### config.mk
export PLATFORM = sky130hd
export DESIGN_NAME = alu_seq
export DESIGN_NICKNAME = d
export VERILOG_FILES = /design/src/rtl/alu_seq.sv
export SDC_FILE = /design/constraint.sdc
export NUM_CORES = 1
export LEC_CHECK = 0
export ABC_AREA = 1
export CAP_MARGIN = 20
export CORE_AREA = 2 2 63 65
export CTS_CLUSTER_SIZE = 40
export DETAILED_ROUTE_END_ITERATION = 10
export DIE_AREA = 0 0 65 67
export PLACE_DENSITY = 0.71
export SYNTH_ARGS = -nofsm -noshare
export SYNTH_HDL_FRONTEND = slang
export SYNTH_SLANG_ARGS = --single-unit
### constraint.sdc
create_clock -name i_clk -period 1.55 [get_ports i_clk]
set_input_delay 0.2325 -clock i_clk [delete_from_list [all_inputs] [get_ports i_clk]]
set_output_delay 0.2325 -clock i_clk [all_outputs]
set_load 0.01 [all_outputs]
### src/rtl/alu_seq.sv
// alu_seq: registered ALU with an op selector stepped by push buttons.
//
// Each push button passes through a 2-FF synchroniser and a previous-value
// register, then a rising-edge detector. Each press steps a 3-bit op-select
// register up or down. The op-select register either clamps or wraps at its
// ends. Operands are captured on i_in_valid together with the current
// op-select value. The result and flags are registered and appear one
// cycle later.
//
// Ports:
//   i_clk           clock, all state changes on the rising edge
//   i_rst           synchronous active-high reset
//   i_control_up    raw "up" button, asynchronous to i_clk
//   i_control_down  raw "down" button, asynchronous to i_clk
//   i_in_valid      operands valid this cycle
//   i_a, i_b        WIDTH-bit two's-complement operands
//   o_control_led   current op code (0..7)
//   o_out_valid     one-cycle pulse per accepted operation
//   o_result        registered result
//   o_carry         registered carry flag (sub: 1 = no borrow)
//   o_zero          registered zero flag
//   o_overflow      registered signed-overflow flag
module alu_seq #(
  parameter int WIDTH    = 4,
  parameter bit SATURATE = 1'b1
) (
  input  logic             i_clk,
  input  logic             i_rst,
  input  logic             i_control_up,
  input  logic             i_control_down,
  input  logic             i_in_valid,
  input  logic [WIDTH-1:0] i_a,
  input  logic [WIDTH-1:0] i_b,
  output logic [2:0]       o_control_led,
  output logic             o_out_valid,
  output logic [WIDTH-1:0] o_result,
  output logic             o_carry,
  output logic             o_zero,
  output logic             o_overflow
);

  logic r_sync1_up, r_sync2_up, r_prev_up;
  logic r_sync1_dn, r_sync2_dn, r_prev_dn;
  logic [1:0] r_arm;
  logic [2:0] r_op;
  logic w_armed, w_up_press, w_dn_press;
  logic [2:0] w_op_next;

  logic             r_out_valid;
  logic [WIDTH-1:0] r_result;
  logic             r_carry, r_zero, r_overflow;

  logic [WIDTH:0]   w_sum, w_diff;
  logic [WIDTH-1:0] w_res;
  logic             w_carry, w_overflow, w_lt;

  // Synchronisers, previous-value registers and post-reset arming counter.
  always_ff @(posedge i_clk) begin
    if (i_rst) begin
      r_sync1_up <= 1'b0;
      r_sync2_up <= 1'b0;
      r_prev_up  <= 1'b0;
      r_sync1_dn <= 1'b0;
      r_sync2_dn <= 1'b0;
      r_prev_dn  <= 1'b0;
      r_arm      <= 2'd0;
    end else begin
      r_sync1_up <= i_control_up;
      r_sync2_up <= r_sync1_up;
      r_prev_up  <= r_sync2_up;
      r_sync1_dn <= i_control_down;
      r_sync2_dn <= r_sync1_dn;
      r_prev_dn  <= r_sync2_dn;
      if (r_arm != 2'd3) begin
        r_arm <= r_arm + 2'd1;
      end
    end
  end

  // Edge detection stays masked until a button level held through reset has
  // reached the previous-value register. Otherwise that level would look
  // like a fresh press.
  assign w_armed    = (r_arm == 2'd3);
  assign w_up_press = w_armed & r_sync2_up & ~r_prev_up;
  assign w_dn_press = w_armed & r_sync2_dn & ~r_prev_dn;

  // Next op-select value: step once per press, clamp or wrap at the ends.
  always_comb begin
    w_op_next = r_op;
    case ({w_up_press, w_dn_press})
      2'b10: begin
        if (r_op == 3'd7) begin
          w_op_next = SATURATE ? 3'd7 : 3'd0;
        end else begin
          w_op_next = r_op + 3'd1;
        end
      end
      2'b01: begin
        if (r_op == 3'd0) begin
          w_op_next = SATURATE ? 3'd0 : 3'd7;
        end else begin
          w_op_next = r_op - 3'd1;
        end
      end
      default: w_op_next = r_op;
    endcase
  end

  // Op-select register.
  always_ff @(posedge i_clk) begin
    if (i_rst) begin
      r_op <= 3'd0;
    end else begin
      r_op <= w_op_next;
    end
  end

  // The difference is formed as a + ~b + 1, so its top bit is the no-borrow
  // carry.
  assign w_sum  = {1'b0, i_a} + {1'b0, i_b};
  assign w_diff = {1'b0, i_a} + {1'b0, ~i_b} + {{WIDTH{1'b0}}, 1'b1};
  assign w_lt   = ($signed(i_a) < $signed(i_b));

  // Combinational ALU for the currently selected op.
  always_comb begin
    w_res      = {WIDTH{1'b0}};
    w_carry    = 1'b0;
    w_overflow = 1'b0;
    case (r_op)
      3'd0: begin
        w_res      = w_sum[WIDTH-1:0];
        w_carry    = w_sum[WIDTH];
        w_overflow = (i_a[WIDTH-1] == i_b[WIDTH-1]) &&
                     (w_sum[WIDTH-1] != i_a[WIDTH-1]);
      end
      3'd1: begin
        w_res      = w_diff[WIDTH-1:0];
        w_carry    = w_diff[WIDTH];
        w_overflow = (i_a[WIDTH-1] != i_b[WIDTH-1]) &&
                     (w_diff[WIDTH-1] != i_a[WIDTH-1]);
      end
      3'd2: w_res = ~i_a;
      3'd3: w_res = i_a & i_b;
      3'd4: w_res = i_a | i_b;
      3'd5: w_res = i_a ^ i_b;
      3'd6: w_res = {{(WIDTH-1){1'b0}}, w_lt};
      3'd7: w_res = {{(WIDTH-1){1'b0}}, (i_a == i_b)};
      default: w_res = {WIDTH{1'b0}};
    endcase
  end

  // Output registers: capture on in_valid, otherwise hold the last result.
  always_ff @(posedge i_clk) begin
    if (i_rst) begin
      r_out_valid <= 1'b0;
      r_result    <= {WIDTH{1'b0}};
      r_carry     <= 1'b0;
      r_zero      <= 1'b0;
      r_overflow  <= 1'b0;
    end else begin
      r_out_valid <= i_in_valid;
      if (i_in_valid) begin
        r_result   <= w_res;
        r_carry    <= w_carry;
        r_zero     <= (w_res == {WIDTH{1'b0}});
        r_overflow <= w_overflow;
      end
    end
  end

  assign o_control_led = r_op;
  assign o_out_valid   = r_out_valid;
  assign o_result      = r_result;
  assign o_carry       = r_carry;
  assign o_zero        = r_zero;
  assign o_overflow    = r_overflow;

endmodule

==> reports/results.txt <==
Final number of setup-violating endpoints - 0
Highest-count cells in the layout ignoring fill and taps - buf_4, nand2_1, nor2_1, inv_1, nand3_1
H-tree depth - 1
Vias - 1,553
Routed wire length - 3.78 mm
CTS tree - built
Hold path cells - 2
Drt wl/cell - 11.5 um
Nets - 314
Startpoint types - flop
FILL cells - 319
Worst VDD drop - 512 uV
Synth cell types - 26
Worst slew pin tran - 0.249 ns
Worst Hold Class - flop to flop
Max Freq - 651 MHz
Starting Density - 39.9%
WHS - 0.397 ns
Worst clock skew - 0.00637 ns
Die width - 65 um
Critical path data required time - 1.32 ns
Critical path depth - 1
CP cell instances - clkdlybuf4s50_1
Mapped cell area - 1440 sq um
Sequential cell area - 390 sq um
First-pass GRT wire length - 6.54 mm
Routed Antenna Nets - 0
Pwr/cell area - 639 nW/um^2
Vias per cell - 4.75
Leak - 1.12 nW
CTS Hold Bufs - 0
Max stage delay cell, worst path - clkdlybuf4s50_1
Largest net degree at the start of global routing - 11
Input/output buffers - 23
GRT Util Overall - 19.2%
Synthesized instance count - 214
Unrepaired setup endpoints after global routing - true
Die Y-Extent - 67 um
CTS Buffer Depth - 2
Register clock-pin slew on the reported worst setup and hold paths - 0.07 ns
Run status - finished, final reports clean
Inserted Diodes - 0
Initial antenna violation count - 0
Synth Area per Inst - 6.72 sq um
Crit path max fanout - 5
Crit-path leading delay family - buffers and inverters
First-pass DRT Iterations - 4
Register area share after synthesis - 26.4%
Full die area - 4360 sq um
Final Hold Fails - 0
Final Total Pwr - 0.00142 W
CTS Buf Count - 3
Root Driver - clkbuf_8
Number of global-route vias before repair - 1,456
CP Capture Type - primary output
Setup CP Type - flop to primary output
RePlAce Congestion - 0.860
Fraction of layout cells with a size suffix above 1 - 36.2%
Area grow syn2layout - 55.0%
#FFs+latches synth - 19
Synth warn - 0
Dpl ws - -0.589 ns
Worst-Skew Late Latency - 0.26 ns
Post-layout min period - 1.54 ns
Tcrit/Tclk final - 99.0%
Fin util - 61.8%
Cell depth of the worst flop-to-flop path - 11
Area of the multi-input gates - 1040 sq um
Core footprint - 3610 sq um
Boundary Pins - 24
Total gr overflow - 0
Final-report max-slew violation count - 0
Worst Slack Setup Final - 0.0148 ns
Drt first-iter violations - 108
Critical path buffers and inverters - 1
Max-Cap Viols - 0
Syn Nets - 248
DPL Wire Length - 2.89 mm
# DRC - 0
Worst EP arrival - 1.30 ns
Most common cell after layout, fill and taps aside - buf_4
Relative slew slack - 83.4%
Row cnt - 22
CP peak stage delay - 0.58 ns
CTS Sinks - 19
[where the power goes]
part	internal [W]	switching, W	total (W)	leakage (nW)
Sequential	0.000531	0.0000308	0.000562	0.159
Combinational	0.000267	0.000250	0.000517	0.938
Clock	0.000183	0.000163	0.000346	0.0228
[cell families after synthesis]
group	count (synthesis)	synth area share [%]
AO/OA/AOI/OAI	29	11.1
adder cells (fa/ha/maj)	21	19.3
AND/OR/NAND/NOR	98	28.8
buffers and inverters	44	12.5
flip-flops	19	26.4
XOR/XNOR	3	1.83
[synth_stat cells (all sizes together)]
cell type,number,area share (%)
dfxtp,19,26
nand4,2,0.87
inv,39,10
a211oi,1,0.52
o21ai,14,4.9
xor2,2,1.2
buf,3,1.7
nand2,36,9.4
nor3,2,0.70
clkbuf,2,0.52
nor2,37,11
fa,2,2.8
ha,19,17
a21oi,11,4.1
o211ai,1,0.52
a221oi,1,0.61
o21a,1,0.52
xnor2,1,0.61
nand3,21,7.3
[flip-flops by register name (all words and copies together), names as in the netlist]
register       count
r_prev_up          1
r_prev_dn          1
o_overflow         1
o_carry            1
r_arm              2
r_sync2_dn         1
r_sync1_up         1
o_result           4
r_sync1_dn         1
o_zero             1
o_out_valid        1
o_control_led      3
r_sync2_up         1
[through the flow]
| stage | area (sq um) | TNS (ns) | cells |
|---|---|---|---|
| 5_1_grt | 2230 | -0.201 | 327 |
| 2_1_floorplan | 1450 | 0 | 214 |
| 6_report | 2230 | 0 | 327 |
| 3_3_place_gp | 1980 | -3.24 | 317 |
| 4_1_cts | 2160 | -0.0225 | 325 |
| 3_5_place_dp | 1980 | -3.36 | 317 |
[final cells by class]
class	count	area share, %
multi-input cells	151	46.6
repair buffers	66	24.3
flip-flops and latches	19	17.5
inverters	39	6.90
well taps	48	2.69
clock buffers	4	2.02
[path summary, 6_finish.rpt]
check	from	end	slack, ns
setup / recovery	o_control_led[2]$_SDFFE_PP0P_	o_control_led[2]	0.01
hold / removal	r_sync1_up$_SDFF_PP0_	r_sync2_up$_SDFF_PP0_	0.40
hold reg to reg	r_sync1_up$_SDFF_PP0_	r_sync2_up$_SDFF_PP0_	0.40
setup reg to reg	o_control_led[0]$_SDFFE_PP0P_	o_zero$_SDFFE_PP0P_	0.03
[metal layers]
layer	track usage (%)	wire length, um
met5	0	0
met4	2.66	10
met3	3.89	143
met2	33.9	1940
met1	24.5	1690
[worst min-delay path, delay by kind of cell (launching register included)]
kind                   cells  cell delay (ns)
buffers and inverters      1             0.04
DFF                        1             0.30
and+or+nand+nor            1             0.03
[repair_timing]
item | in CTS | in global routing
setup buffers | 4 | 2
setup endpoints to repair | 8 | 8
gates resized for setup | 45 | 19
pin swaps | 19 | 16
Power figures use the tool's default switching activity.
==> variant 1: new RTL, same flow settings <==
Register the input `i_control_up` before use. The logic sees it one clock later. The other inputs are not delayed to match.
--- a/src/rtl/alu_seq.sv
+++ b/src/rtl/alu_seq.sv
@@ -41,2 +41,8 @@
 
+  logic i_control_up_q;
+
+  always_ff @(posedge i_clk) begin
+    i_control_up_q <= i_control_up;
+  end
+
   logic r_sync1_up, r_sync2_up, r_prev_up;
@@ -67,3 +73,3 @@
     end else begin
-      r_sync1_up <= i_control_up;
+      r_sync1_up <= i_control_up_q;
       r_sync2_up <= r_sync1_up;
Check against the original RTL: not equivalent (Yosys sat finds a counterexample within 10 cycles, from zero or initial values and one cycle with i_rst high).
==> variant 1 against the unedited design <==
- the run now ends with setup timing left
- area after synthesis rose by 1.4%
- clock power rose by 13%
- first-iteration DRC count fell by 34%
- design area rose by 4.4%
- combinational power rose by 5.2%
- routed wire length rose by 7.6%
- worst setup slack got worse by 0.015 ns
- sequential cell count rose by 1
- clock skew fell by 0.0051 ns
- total power rose by 6.9%
==> variant 1: results (changes against the unedited design) <==
* Outcome: finished with violations
* Failing checks: setup timing
* Syn_nets at 249 (+0.40%)
* GR Util met2 at 33.8% (-0.13 points)
* Cells after Synth at 215 (+0.47%)
* Vias in the first global route at 1,458 (+0.14%)
* Total Routing Usage GR at 18.9% (-0.28 points)
* Initial DRC Count at 71 (-34%)
* Lkg Pwr at 1.18 nW (+5.5%)
* Post-Synth Adder-Cell Area at 19.0% (-0.26 points)
* DR WL met2 at 2.07 mm (+6.7%)
* WL per Instance at 12.4 um (+7.3%)
* Synth Area in XOR/XNOR at 1.80% (-0.025 points)
* Clock Skew at 0.00130 ns (-0.00507 ns)
* Post-Place Cells at 321 (+1.3%)
* WL met1 at 1.76 mm (+4.6%)
* Worst-path maximum fanout at 2 (-3)
* Fill cell count at 314 (-1.6%)
* Most instantiated cells after synthesis: nand2_1, inv_1, nor2_1
* Setup WS post-layout at -0.0000792 ns (-0.0148 ns)
* Slowest cell on the critical path: fa_2
* Worst path max stage delay at 0.39 ns (-0.19 ns)
* Met3 Usage GRT at 4.05% (+0.17 points)
* Routed wl met3 at 184 um (+29%)
* Nets at 315 (+0.32%)
* Placer Congestion at 0.865 (+0.56%)
* Compound-Gate Fraction of Synth Area at 11.0% (-0.15 points)
* Dpl ws at -0.618 ns (-0.0296 ns)
* Finish-stage setup viols at 1 (+1)
[variant 1: cell types whose count changed after synthesis, sizes merged]
cell	before	now
dfxtp	19	20
[variant 1: worst paths after layout]
check / to / cells past startpoint / slack, ns / start
setup / recovery: o_zero$_SDFFE_PP0P_ / 14 / -0.00008 / i_a[0]
hold / removal: r_sync2_up$_SDFF_PP0_ / 2 / 0.40 / r_sync1_up$_SDFF_PP0_
setup reg to reg: o_control_led[2]$_SDFFE_PP0P_ / 9 / 0.01 / r_arm[0]$_SDFFE_PP0P_
hold reg to reg: r_sync2_up$_SDFF_PP0_ / 2 / 0.40 / r_sync1_up$_SDFF_PP0_
[variant 1: critical path: cells and delay by family]
family,cells,cell delay [ns]
fa+ha+maj,2,0.52
buf+inv,4,0.25
simple gates,7,0.61
compound gates,1,0.13
[variant 1: final cells by class]
cell class / instances / area [um2] / area share [%]
Sequential cell: 20 / 414 / 17.8
Tap cell: 48 / 60.1 / 2.58
Clock buffer: 4 / 55.1 / 2.36
Inverter: 39 / 154 / 6.61
Multi-Input combinational cell: 151 / 1080 / 46.5
Timing Repair Buffer: 66 / 562 / 24.1
[variant 1: metrics by stage]
step           power (mW)  hold WS (ns)
6_report             1.52         0.405
5_1_grt              1.61         0.416
4_1_cts              1.48         0.404
3_5_place_dp         1.04         0.395
3_3_place_gp         1.03         0.389
2_1_floorplan       0.822         0.260
[variant 1: where the power goes]
| group | internal [mW] | switching [mW] |
|---|---|---|
| logic | 0.276 | 0.268 |
| clock network | 0.226 | 0.166 |
| registers | 0.556 | 0.0302 |
| total | 1.06 | 0.464 |
[variant 1: what timing repair did]
item | CTS | global route
buffers inserted | 2 | 1
pin swaps | 9 | 18
hold endpoints to repair | 0 | 0
gates resized for setup | 30 | 49
cloned | 0 | 0
setup endpoints to repair | 10 | 11
hold buffers | 0 | 0
==> variant 2: new RTL, same settings <==
Without the edit above. `WIDTH`: 4 -> 5.
--- a/src/rtl/alu_seq.sv
+++ b/src/rtl/alu_seq.sv
@@ -23,3 +23,3 @@
 module alu_seq #(
-  parameter int WIDTH    = 4,
+  parameter int WIDTH    = 5,
   parameter bit SATURATE = 1'b1
Interface: changed (resized i_a, i_b and o_result); port bits go from 24 to 27. The function was not compared with the original's and may differ.
==> variant 2 against the unedited design <==
- total power up 13%
- sequential power rose by 3%
- sequential share of layout area shrank 2.0 points
- critical path depth up 12
- sequential cell count up 1
- largest power group is now combinational logic
- critical path type is now reg2reg
- design area increased by 19%
- clock skew is 0.0027 ns lower
- worst setup slack lost 0.14 ns
- global-route usage increased by 1.7 points
- count of clock-buffer cells in the layout unchanged
- the flow now finishes with violations (setup timing)
- routed wire length grew 20%
- area after synthesis grew 17%
- highest routed layer unchanged
==> variant 2: results (changes against the unedited design) <==
* Outcome: finished with violations
* Failing checks: setup timing
* Min-delay worst type: reg2reg
* Total Routing Usage GR at 20.9% (+1.7 points)
* WHS Path Cells at 2 (unchanged)
* CTS max path bufs at 2 (unchanged)
* First-pass GRT wire length at 7.13 mm (+9.0%)
* Worst path max stage delay at 0.37 ns (-0.21 ns)
* Setup WS post-layout at -0.122 ns (-0.137 ns)
* Initial antenna violation count at 0 (unchanged)
* Share of cells above drive strength 1 at 39.8% (+3.6 points)
* Slew headroom at 80.3% (-3.1 points)
* Synth Area in XOR/XNOR at 1.56% (-0.26 points)
* Top cells by area, synth: dfxtp_1, ha_1, nand2_1
* Placer Congestion at 0.966 (+12%)
* Fill cell count at 282 (-12%)
* WL per Instance at 12.2 um (+5.8%)
* Vias in the first global route at 1,695 (+16%)
* DRC Markers at 0 (unchanged)
* Finish-stage setup viols at 4 (+4)
* Post-Synth Adder-Cell Area at 20.2% (+0.93 points)
* Async set-reset flop share out of synthesis at 0% (unchanged)
* Worst-Skew Late Latency at 0.26 ns (about the same)
* Ant diodes at 0 (unchanged)
* Clock Skew at 0.00362 ns (-0.00275 ns)
* DR vias at 1,798 (+16%)
* Top_reg_cell synth: dfxtp_1
* Nets at 364 (+16%)
* Sequential fraction of the synthesis area at 23.8% (-2.6 points)
* Worst reg2reg path depth at 13 (+2)
* Peak VDD IR at 752 uV (+47%)
* Initial DRC Count at 54 (-50%)
* Compound-Gate Fraction of Synth Area at 11.8% (+0.70 points)
* Largest register FFs at 5 (+1)
* Yosys cell types at 29 (+12%)
* Lkg Pwr at 1.29 nW (+16%)
* Clock slew at reported path FFs at 0.07 ns (about the same)
* Syn_nets at 290 (+17%)
* I/O Buffers at 26 (+13%)
* Final HPWL DP at 3.26 mm (+13%)
* Largest net degree at the start of global routing at 12 (+1)
* Critical path data arrival time at 1.87 ns (+0.57 ns)
* Root buffer cell: clkbuf_8
* Dpl ws at -0.722 ns (-0.134 ns)
* Slew Viols, Final at 0 (unchanged)
* Most instantiated cells after synthesis: nand2_1, inv_1, nor2_1
* Worst-path maximum fanout at 4 (-1)
* Mux cell area share after synthesis at 0% (unchanged)
* Initial DRT Pass Iterations at 4 (unchanged)
* Warnings from Yosys at 0 (unchanged)
* Slowest cell on the critical path: dfxtp_4
[variant 2: timing repair]
item / CTS / global route
buffers inserted: 8 / 3
resized for setup: 53 / 43
setup endpoints to repair: 9 / 12
pin swaps: 19 / 21
hold buffers: 0 / 0
[variant 2: final timing paths]
kind | from | endpoint | slack (ns)
worst min-delay path | r_sync1_dn$_SDFF_PP0_ | r_sync2_dn$_SDFF_PP0_ | 0.40
worst max register to register | o_control_led[0]$_SDFFE_PP0P_ | o_zero$_SDFFE_PP0P_ | -0.12
worst min register to register | r_sync1_dn$_SDFF_PP0_ | r_sync2_dn$_SDFF_PP0_ | 0.40
worst max-delay path | o_control_led[0]$_SDFFE_PP0P_ | o_zero$_SDFFE_PP0P_ | -0.12
[variant 2: metal layers]
layer / part of all wire (%) / track usage [%] / routed length (um) / vias up
met2: 50 / 37.0 / 2270 / 57
met4: 1.4 / 4.52 / 64 / 0
met1: 43 / 26.0 / 1930 / 804
met5: 0 / 0 / 0 / -
li1: - / - / - / 929
met3: 5.8 / 4.39 / 260 / 8
[variant 2: logic make-up after synthesis]
kind of cell / Yosys count
simple gates: 114
buf+inv: 51
compound gates: 35
fa+ha+maj: 26
flops: 20
xor+xnor: 3
[variant 2: metrics by stage]
stage / utilization [%] / instance area, um2 / instances / setup TNS, ns
global route: 73.3 / 2640 / 370 / -0.894
floorplan: - / 1720 / 249 / -0.00571
global placement: 63.4 / 2280 / 355 / -4.60
finish: 73.3 / 2640 / 370 / -0.268
CTS: 69.2 / 2490 / 367 / -0.160
detailed placement: 63.4 / 2280 / 355 / -4.93
[variant 2: final cells by class]
cell class / count / area, um2 / share of cell area [%]
clock buffers: 4 / 55.1 / 2.08
inverters: 47 / 194 / 7.34
multi-input cells: 178 / 1310 / 49.5
flip-flops and latches: 20 / 410 / 15.5
well taps: 48 / 60.1 / 2.27
repair buffers: 73 / 617 / 23.3
[variant 2: critical path, delay by kind of cell, from the launching register on]
family	cells	cell delay, ns
flip-flops	1	0.37
buffers and inverters	2	0.16
AO/OA/AOI/OAI	2	0.22
adder cells (fa/ha/maj)	1	0.17
AND/OR/NAND/NOR	8	0.69
[variant 2: where the power goes]
group	switching, mW	internal, mW
sequential	0.0243	0.556
clock	0.159	0.226
combinational	0.326	0.323
